[src/rtl/systolic_result_drain.sv]
// Run controller for an NxN output-stationary systolic array: clear, feed, snapshot,
// then stream the accumulators row-major over a valid/ready port.
module systolic_result_drain #(
  parameter int DATA_SIZE  = 8,
  parameter int N          = 3,
  parameter int RUN_CYCLES = 3*N+1,
  parameter int OUT_W      = 2*DATA_SIZE+1,
  localparam int ACC_W     = 2*DATA_SIZE+1,
  localparam int NUM_PE    = N*N,
  localparam int IDX_W     = (NUM_PE > 1) ? $clog2(NUM_PE) : 1
) (
  input  logic                    clk,
  input  logic                    rst_n,
  input  logic                    start,
  input  logic [NUM_PE*ACC_W-1:0] c_flat,
  output logic                    arr_clr,
  output logic                    feed_en,
  output logic                    busy,
  output logic [OUT_W-1:0]        out_data,
  output logic [IDX_W-1:0]        out_idx,
  output logic                    out_valid,
  input  logic                    out_ready,
  output logic                    out_last,
  output logic                    out_sat,
  output logic                    done
);

  localparam int RUN_W = (RUN_CYCLES > 1) ? $clog2(RUN_CYCLES) : 1;

  typedef enum logic [2:0] {IDLE, CLEAR, RUN, CAPTURE, DRAIN} state_t;

  state_t           state_reg;
  logic [RUN_W-1:0] run_cnt_reg;
  logic [ACC_W-1:0] c_arr    [NUM_PE];
  logic [ACC_W-1:0] snap_reg [NUM_PE];
  logic [ACC_W-1:0] sel_acc;
  logic [OUT_W-1:0] sel_data;
  logic             sel_sat;
  logic [IDX_W-1:0] next_idx;

  genvar gi;
  generate
    for (gi = 0; gi < NUM_PE; gi++) begin : g_pe
      assign c_arr[gi] = c_flat[gi*ACC_W +: ACC_W];

      always_ff @(posedge clk or negedge rst_n) begin
        if (!rst_n) begin
          snap_reg[gi] <= '0;
        end else if (state_reg == CAPTURE) begin
          snap_reg[gi] <= c_arr[gi];
        end
      end
    end
  endgenerate

  assign next_idx = out_idx + 1'b1;

  // The first beat is taken straight from the array on the capture edge, since the
  // snapshot is being written on that same edge; later beats come from the snapshot.
  always_comb begin
    sel_acc = c_arr[0];
    if (state_reg == DRAIN && !out_last) begin
      sel_acc = snap_reg[next_idx];
    end
  end

  generate
    if (OUT_W >= ACC_W) begin : g_wide
      assign sel_data = OUT_W'(sel_acc);
      assign sel_sat  = 1'b0;
    end else begin : g_narrow
      assign sel_sat  = |sel_acc[ACC_W-1:OUT_W];
      assign sel_data = sel_sat ? {OUT_W{1'b1}} : sel_acc[OUT_W-1:0];
    end
  endgenerate

  always_ff @(posedge clk or negedge rst_n) begin
    if (!rst_n) begin
      state_reg   <= IDLE;
      run_cnt_reg <= '0;
      arr_clr     <= 1'b0;
      feed_en     <= 1'b0;
      busy        <= 1'b0;
      out_data    <= '0;
      out_idx     <= '0;
      out_valid   <= 1'b0;
      out_last    <= 1'b0;
      out_sat     <= 1'b0;
      done        <= 1'b0;
    end else begin
      done <= 1'b0;
      case (state_reg)
        IDLE: begin
          if (start) begin
            state_reg <= CLEAR;
            arr_clr   <= 1'b1;
            busy      <= 1'b1;
          end
        end
        CLEAR: begin
          state_reg   <= RUN;
          arr_clr     <= 1'b0;
          feed_en     <= 1'b1;
          run_cnt_reg <= '0;
        end
        RUN: begin
          if (run_cnt_reg == RUN_W'(RUN_CYCLES-1)) begin
            state_reg <= CAPTURE;
            feed_en   <= 1'b0;
          end else begin
            run_cnt_reg <= run_cnt_reg + 1'b1;
          end
        end
        CAPTURE: begin
          state_reg <= DRAIN;
          out_valid <= 1'b1;
          out_data  <= sel_data;
          out_sat   <= sel_sat;
          out_idx   <= '0;
          out_last  <= (NUM_PE == 1);
        end
        DRAIN: begin
          if (out_ready) begin
            if (out_last) begin
              state_reg <= IDLE;
              out_valid <= 1'b0;
              out_data  <= '0;
              out_sat   <= 1'b0;
              out_idx   <= '0;
              out_last  <= 1'b0;
              busy      <= 1'b0;
              done      <= 1'b1;
            end else begin
              out_idx  <= next_idx;
              out_data <= sel_data;
              out_sat  <= sel_sat;
              out_last <= (next_idx == IDX_W'(NUM_PE-1));
            end
          end
        end
        default: state_reg <= IDLE;
      endcase
    end
  end

endmodule

[config.mk]
export PLATFORM = sky130hd
export DESIGN_NAME = systolic_result_drain
export DESIGN_NICKNAME = d
export VERILOG_FILES = /design/src/rtl/systolic_result_drain.sv
export SDC_FILE = /design/constraint.sdc
export NUM_CORES = 1
export LEC_CHECK = 0
export ABC_AREA = 1
export CAP_MARGIN = 20
export CORE_MARGIN = 10
export CORE_UTILIZATION = 52
export CTS_CLUSTER_DIAMETER = 150
export DETAILED_ROUTE_END_ITERATION = 6
export GPL_TIMING_DRIVEN = 0
export HOLD_SLACK_MARGIN = 0.1
export PLACE_DENSITY_LB_ADDON = 0.15
export SLEW_MARGIN = 20
export SYNTH_ARGS = -nofsm -noshare
export SYNTH_HDL_FRONTEND = slang
export SYNTH_SLANG_ARGS = --single-unit
[constraint.sdc]
create_clock -name clk -period 2.1 [get_ports clk]
set_clock_uncertainty 0.1 [all_clocks]
set_input_delay 0.42 -clock clk [delete_from_list [all_inputs] [get_ports clk]]
set_output_delay 0.42 -clock clk [all_outputs]
set_load 0.005 [all_outputs]
# Yosys cells after proc, flatten, opt, wreduce, memory -nomap -nowiden

Index checks and enable logic that the tools add are counted.

Bits in latches: 0
RAM bits: 0
Word-level logic and storage cells: 82
Flip-flop bits (word level): 188
Memory bits (read-only): 0
Memories kept: 0

Multiply operators: 0
Shift-type cells: 0
Order comparisons: 1
Bitwise gates (word level): 1
Div/mod/pow operators: 0
Reductions and logical operators: 14
$add $sub $neg: 2
Muxes and demuxes: 33
Eq/ne operators: 11

Operators with widths:

| kind                  | count |
|---|---|
| $mux W17              | 5 |
| $bmux W17 S4          | 1 |
| $pmux W17 S2          | 1 |
| $pmux W4 S2           | 2 |
| $pmux W3 S5           | 1 |
| $mux W3               | 4 |
| $mux W4               | 3 |
| $pmux W1 S2           | 6 |
| $mux W1               | 10 |
| $ne A2 B2 Y1 const B  | 5 |
| $add A4 B1 Y4 const B | 2 |
| $eq A4 B4 Y1 const B  | 2 |
| $reduce_and A2 Y1     | 4 |
| $reduce_and A4 Y1     | 2 |
| $reduce_bool A2 Y1    | 4 |
| $eq A3 B2 Y1 const B  | 2 |
| $ge A5 B5 Y1 const B  | 1 |
| $not A4 Y5            | 1 |
| $eq A3 B1 Y1 const B  | 1 |
| $eq A3 B3 Y1 const B  | 1 |
| $logic_not A3 Y1      | 1 |
| $reduce_and A3 Y1     | 1 |
| $logic_and A1 B1 Y1   | 1 |
| $logic_not A1 Y1      | 1 |

# Longest topological paths before layout

Depth in word-level cells: 9
Mapped depth: 11
Gate-level depth less buffers: 10

# Worst setup path after synthesis

Ideal clock, no wire load.

Path type: register to register
Start point: reg out_idx[1]
End point: reg out_data[0]
Data arrival time: 1.669 ns
Buffers on the path: 2
Clock period less this slack: 1.847 ns
Setup slack: 0.253 ns
Stages on the path, launching flop included: 11
Cells stage by stage: dfrtp_1 ha_1 buf_2 clkinv_1 clkbuf_1 nand3_1 nand3_1 nand3_1 nand2_1 nand2_1 a21oi_1

Longest elaborated chain between the ends: 9

Ends and longest elaborated chain:

| what                                            | line | RTL |
|---|---|---|
| start, declared                                 | 20   | `output logic [IDX_W-1:0] out_idx,` |
| start signal, assigned                          | 134  | `out_idx <= next_idx;` |
| $add A4 B1 Y4 (*)                               | 56   | `assign next_idx = out_idx + 1'b1;` |
| $not A4 Y5 (not written as such) (*)            | 63   | `sel_acc = snap_reg[next_idx];` |
| $bmux W17 S4 (*)                                | 63   |  |
| $mux W17 (not written as such) (*) (2 in a row) | 63   |  |
| $mux W17 (*)                                    | 62   | `if (state_reg == DRAIN && !out_last) begin` |
| $mux W17                                        | 124  | `if (out_last) begin` |
| $mux W17                                        | 123  | `if (out_ready) begin` |
| $pmux W17 S2 (*)                                | 92   | `case (state_reg)` |
| end signal, assigned                            | 117  | `out_data <= sel_data;` |
| end signal, assigned                            | 135  | `out_data <= sel_data;` |
| end, declared                                   | 19   | `output logic [OUT_W-1:0] out_data,` |

Mark *: on every way between the ends. The rest lies on a longest branch, timed or not. The select of a mux whose other input is x is not followed.
A chain may end at the register's enable or synchronous reset.

# Final worst setup path

Start point: reg out_idx[0]
End point: reg out_data[10]

Same word-level chain as after synthesis.

==> flow_metrics.tcl <==
set metrics [dict create \
    layout_common_cells "367 x nand2_1, 185 x inv_1, 184 x dfrtp_1" \
    routed-via-count 8422 \
    die_h_um 152 \
    power_density_over_cell_area_mw_per_mm2 1130 \
    setup.worst_path.start_class "flop" \
    numCtsBuffers 17 \
    cts_sinks 187 \
    syn_to_final_growth_pct 32.0 \
    route.final.wire_length_um 27600 \
    synthesis.instances 1201 \
    setup_total_neg_slack_ns 0 \
    grt_max_degree 104 \
    detailed_place_hpwl_um 21400 \
    ys.warnings.count 0 \
    antenna_violations_before_repair 0 \
    htree_levels 4 \
    dominantRegCellSynth "dfrtp_1" \
    max_slew.worst_pin.slew_ns 0.636 \
    gr-total-overflow 0 \
    synth_top_cells_by_area "dfrtp_1 51%, nand2_1 15%, o21ai_0 9.7%" \
    synth_top_area_cell "dfrtp_1" \
    worst_ep_arrival_time_ns 2.28 \
    largest_register_ff_count 153 \
    start_util_pct 52.9 \
    synth.ff_latch_count 187 \
    sequential_share_of_power_pct 29.6 \
    power.total_mw 13.7 \
    antennaDiodeCount 0 \
    gp_routability_congestion 0.923 \
    grt_first_pass_wirelength_um 44500 \
    coreArea_sq_mm 0.0172 \
    timing.fmax_mhz 495 \
    avgRoutedWirePerCell_um 16.8 \
    status "finished, final reports clean" \
    async_reset_ff_share_pct 100 \
    layout-drive-gt1-share_pct 7.76 \
    ctsLongestPathBuffers 2 \
    layout.cells.most_common "nand2_1" \
    power_report.internal_total_mw 8.18 \
    clkSlewWorstSetupHoldPaths_ns 0.07 \
    min_period_ns 2.02 \
    grt_pass1_vias 8473 \
    share_of_the_synthesized_area_in_the_top_cell_type_pct 51.3 \
    synth.lib_cells_used.distinct 29 \
    detailedRoute.firstIterationViolations 747 \
    synth_edf_count 0 \
    combPwrFrac_pct 45.4 \
    groute.usage.overall_pct 23.6 \
    postSynthNetCount 1362 \
    die_w_um 152 \
    final_hold_viol_count 0 \
    clkPwrFrac_pct 25.1 \
    remaining_drc_errors 0 \
    worstPathCellList "buf_6 -> inv_1 -> clkbuf_4 -> buf_4 -> nand2_1 -> nand3_1 -> nand3_1 -> nand3_1 -> nand2_1 -> nand2_1 -> a21oi_1" \
    fp.dieArea_sq_mm 0.0232 \
    timing.final.crit_share_pct 96.2 \
    worst_case_headroom_to_the_max_slew_limit_pct 57.6 \
    unrepaired_setup_endpoints_after_global_routing "true" \
    tritoncts "done" \
    worstSetupPathType "reg2reg" \
    worst_path_largest_cell_delay_ns 0.42 \
    placementRows 48 \
    port_buffers 183 \
    cap_viol_max_count 0 \
    synth_seq_area_share_pct 51.3 \
    mappedNetlistArea_sq_mm 0.00912 \
    max_slew_violation_count 0 \
    clock_tree.root_cell "clkbuf_16" \
    timing.final.setup_violations 0 \
    critPathCaptureType "flop" \
    finish.net_count 1566 \
    drt_pre_antenna_iters 7 \
    boundaryPins 185 \
    worst_skew_pair.late_latency_ns 0.44 \
    postRouteAntennaNets 0 \
    syn_area_per_cell_sq_um 7.60 \
    viasPerCell 5.13 \
    cellLeakagePower_nw 5.94 \
    power_switching_share_pct 40.1 \
    power.net_switching_mw 5.47 \
    crit_fanout 10 \
    post-route-util_pct 69.8 \
    min-delay-path-class "reg2reg" \
    timing.critical_path.required_ns 2.36 \
    worst_path_max_delay_cell "dfrtp_1" \
    peakVddDrop_uv 826 \
]
-- area by class of cell --
| cell class | instances | area [sq um] |
|---|---|---|
| multi-input cells | 756 | 3470 |
| plain buffers | 70 | 390 |
| clock buffers | 18 | 439 |
| clock inverters | 14 | 181 |
| repair buffers | 186 | 1880 |
| flip-flops and latches | 187 | 4680 |
| inverters | 187 | 707 |
| well taps | 225 | 282 |
| fillers | 1423 | 5200 |
-- cell usage after synthesis, types with 2 or more instances --
| cell | instances |
|---|---|
| o21ai_0 | 176 |
| dfrtp_1 | 187 |
| nand3_1 | 127 |
| buf_2 | 33 |
| buf_4 | 3 |
| inv_1 | 185 |
| ha_1 | 4 |
| nor2_1 | 29 |
| nand2_1 | 368 |
| xor2_4 | 2 |
| a21oi_1 | 19 |
| nand3b_1 | 2 |
| clkbuf_1 | 33 |
| nor3_1 | 18 |
-- power by group through the flow --
stage	combinational, mW	sequential (mW)	clock (mW)
2_1_floorplan	3.41	4.08	0
4_1_cts	5.87	4.02	3.42
3_5_place_dp	5.71	4.08	0
6_report	6.19	4.03	3.42
5_1_grt	6.77	4.06	3.58
3_3_place_gp	5.65	4.07	0
-- timing repair --
item | 4_1_cts | 5_1_grt
pin swaps | 0 | 1
resized for setup | 19 | 46
endpoints found under the setup margin | 43 | 53
hold buffers | 1 | 0
buffers inserted | 0 | 1
endpoints found under the hold margin | 84 | 0
-- worst max-delay path: cells and delay by family, from the launching register on --
family | cells | cell delay [ns]
buf+inv | 4 | 0.65
simple gates | 6 | 0.63
flops | 1 | 0.42
compound gates | 1 | 0.14
-- per-stage QoR --
step	hold WS [ns]	std cells	instance area [sq um]	worst slack [ns]
floorplan	0.0244	1201	9120	0.253
global placement	0.363	1609	11200	-7.07
detailed placement	0.361	1610	11300	-0.242
CTS	0.384	1643	11900	0.0000870
global route	0.403	1643	12000	-0.0564
finish	0.383	1643	12000	0.0793
-- worst paths after layout --
check / start / to / slack [ns] / cells past startpoint
worst min register to register: snap_reg[75] / snap_reg[75] / 0.38 / 2
worst max register to register: out_idx[0] / out_data[10] / 0.08 / 11
max in group asynchronous: rst_n / out_idx[2] / 0.48 / 3
worst max-delay path: out_idx[0] / out_data[10] / 0.08 / 11
worst min-delay path: snap_reg[75] / snap_reg[75] / 0.38 / 2
min in group asynchronous: rst_n / snap_reg[42] / 0.45 / 2
-- logic make-up (layout without fill, tap and decap cells) --
family	after synthesis	count (layout)	share of synthesized area (%)
AOI/OAI and AO/OA	199	199	11.0
adders and majority gates	4	4	0.549
and+or+nand+nor	548	548	24.9
buffers and inverters	258	475	11.3
DFF	187	187	51.3
xor gates and xnor gates	4	4	0.960
other	1	1	0.0411
-- layer usage --
layer	track usage [%]	vias up	routed length, um
met1	31.7	3946	12300
li1	-	4154	-
met4	8.45	0	852
met3	5.64	49	1920
met5	0	-	0
met2	36.7	273	12500
(Power assumes the default switching activity.)
==> patch: new RTL, config.mk and constraints unchanged <==
Encoding of `state_t`: now Gray code (3 bits for 5 states).
--- a/src/rtl/systolic_result_drain.sv
+++ b/src/rtl/systolic_result_drain.sv
@@ -29,3 +29,3 @@
 
-  typedef enum logic [2:0] {IDLE, CLEAR, RUN, CAPTURE, DRAIN} state_t;
+  typedef enum logic [2:0] {IDLE = 3'b000, CLEAR = 3'b001, RUN = 3'b011, CAPTURE = 3'b010, DRAIN = 3'b110} state_t;
 
Function: no difference found for any inputs over 10 cycles, from zero or initial values and one cycle with rst_n low; not proved beyond that.
==> patch against the original RTL <==
  * Wire length fell by 0.33%
  * Setup slack got worse by 0.0020 ns
  * Via count fell by 2.9%
  * Sequential cell count did not move
  * Worst hold slack got worse by 0.013 ns
  * Clock power fell by 1%
  * Critical endpoint is now out_data[8]$_DFFE_PN0P_
  * Sequential power rose by 51%
  * Core utilization rose by 0.55 points
  * Synthesized area fell by 3.7%
  * Power rose by 26%
  * Global-route usage rose by 1.1 points
  * Final area fell by 3.0%
  * Critical path type unchanged
==> patch: results (changes against the original RTL) <==
| Metric | Value |
|---|---|
| Layout cells sized above 1 | 8.62% (+0.86 points) |
| Initial antenna violation count | 0 (unchanged) |
| Dpl hpwl | 20500 um (-4.0%) |
| Adder-Cell Fraction of Synth Area | 0.570% (+0.021 points) |
| Iteration-0 DRC Markers | 675 (-9.6%) |
| Dominant synthesized flop cell | dfrtp_1 |
| XOR/XNOR share of the synthesized area | 0.926% (-0.034 points) |
| Cts bufs inserted | 17 (unchanged) |
| Vias per cell | 5.34 (+4.2%) |
| Clk Tree Root Cell | clkbuf_16 |
| Post-synth cell types | 35 (+21%) |
| Total number of yosys warnings | 0 (unchanged) |
| H-tree level count | 4 (unchanged) |
| Crit Path Max Fanout | 10 (unchanged) |
| WL final | 27500 um (-0.33%) |
| Drt pass-1 iters | 5 (-2) |
| Status | complete, no violations |
| Syn nets | 1250 (-8.2%) |
| Leakage | 5.62 nW (-5.3%) |
| Pin count of the biggest net entering global routing | 79 (-24%) |
| Fillers | 1367 (-3.9%) |
| Multiplexer area fraction after synthesis | 0% (unchanged) |
| Inserted Diodes | 0 (unchanged) |
| FFs w/ async S/R, synth | 100% (unchanged) |
| Clock latency on the worst-skew pair | 0.44 ns (about the same) |
| Ranking of synthesized cells by area | dfrtp_1, nand2_1, nand3_1 |
| Measured slew at the worst slew-check pin | 0.616 ns (-0.0200 ns) |
| CTS clk-pin slew, worst paths | 0.07 ns (about the same) |
| Fraction of the mapped netlist area in compound gates | 11.1% (+0.027 points) |
| HP Class | register to register |
| Max FFs per register | 153 (unchanged) |
| Vias in the first global route | 8232 (-2.8%) |
| Post-synth top cells | nand2_1, dfrtp_1, inv_1 |
| Peak VDD IR | 685 uV (-17%) |
| Port Buffer Count | 183 (unchanged) |
| Worst-case clock buffer depth | 2 (unchanged) |
| GP Congestion | 0.857 (-7.1%) |
| Seq/Total Area, Yosys | 53.3% (+2.0 points) |
| GRT Overall Usage | 24.7% (+1.1 points) |
| Layout Nets | 1459 (-6.8%) |
| First-pass GRT wire length | 43200 um (-3.1%) |
patch: layer usage:
layer	share of wire, %	vias up	track usage (%)
li1	-	3882	-
met1	42	3842	32.8
met2	46	401	38.5
met3	9.0	51	5.98
met4	3.1	0	9.52
met5	0	-	0
patch: cells by family after synthesis:
group / Yosys count
adders and majority gates: 4
buffers and inverters: 140
AOI/OAI and AO/OA: 171
xor gates and xnor gates: 5
DFF: 187
and+or+nand+nor: 581
other: 1
patch: worst paths after layout:
kind | to | from | slack, ns | cells past startpoint
worst max-delay path | out_data[8]$_DFFE_PN0P_ | out_idx[0]$_DFFE_PN0P_ | 0.08 | 10
worst min-delay path | snap_reg[116]$_DFFE_PN0P_ | snap_reg[116]$_DFFE_PN0P_ | 0.37 | 2
worst max register to register | out_data[8]$_DFFE_PN0P_ | out_idx[0]$_DFFE_PN0P_ | 0.08 | 10
worst min register to register | snap_reg[116]$_DFFE_PN0P_ | snap_reg[116]$_DFFE_PN0P_ | 0.37 | 2
max in group asynchronous | snap_reg[148]$_DFFE_PN0P_ | rst_n | 0.46 | 4
min in group asynchronous | snap_reg[23]$_DFFE_PN0P_ | rst_n | 0.39 | 2
patch: area by class of cell:
class | instances | area [um2] | area share [%]
inverter | 76 | 287 | 2.45
buffer | 63 | 362 | 3.10
timing repair buffer | 191 | 1950 | 16.7
clock buffer | 18 | 429 | 3.68
multi-input combinational | 762 | 3500 | 30.0
sequential | 187 | 4680 | 40.1
clock inverter | 14 | 183 | 1.57
tap | 220 | 275 | 2.36
patch: where the power goes:
group | total [mW] | switching, mW | internal, mW
Sequential | 6.10 | 0.781 | 5.32
Combinational | 7.73 | 4.86 | 2.87
Clock | 3.37 | 1.47 | 1.90
Total | 17.2 | 7.12 | 10.1
patch: worst max-delay path, stage by stage (launching register included):
cell and delay (ns):
dfrtp_2 0.46, buf_6 0.17, inv_2 0.16, buf_2 0.31, nand2_1 0.09, o211ai_1 0.14, nand3_2 0.18, nand3_1 0.14
nand2_1 0.06, nand2_1 0.06, nand2_1 0.04
patch: what timing repair did:
action	in CTS	in global routing
endpoints found under the setup margin	37	27
gates resized for setup	12	26
buffers inserted	2	3
endpoints found under the hold margin	54	0
pin swaps	2	1
hold buffers	1	0
patch: through the flow:
stage | power, mW | instance area [um2] | utilization, % | cells | setup slack (ns)
floorplan | 10.9 | 8780 | - | 1089 | 0.290
global placement | 13.3 | 10900 | 65.7 | 1492 | -7.21
detailed placement | 13.6 | 11000 | 66.0 | 1494 | -0.265
CTS | 17.1 | 11600 | 70.1 | 1528 | 0.00882
global route | 18.5 | 11700 | 70.4 | 1531 | 0.00476
finish | 17.2 | 11700 | 70.4 | 1531 | 0.0773
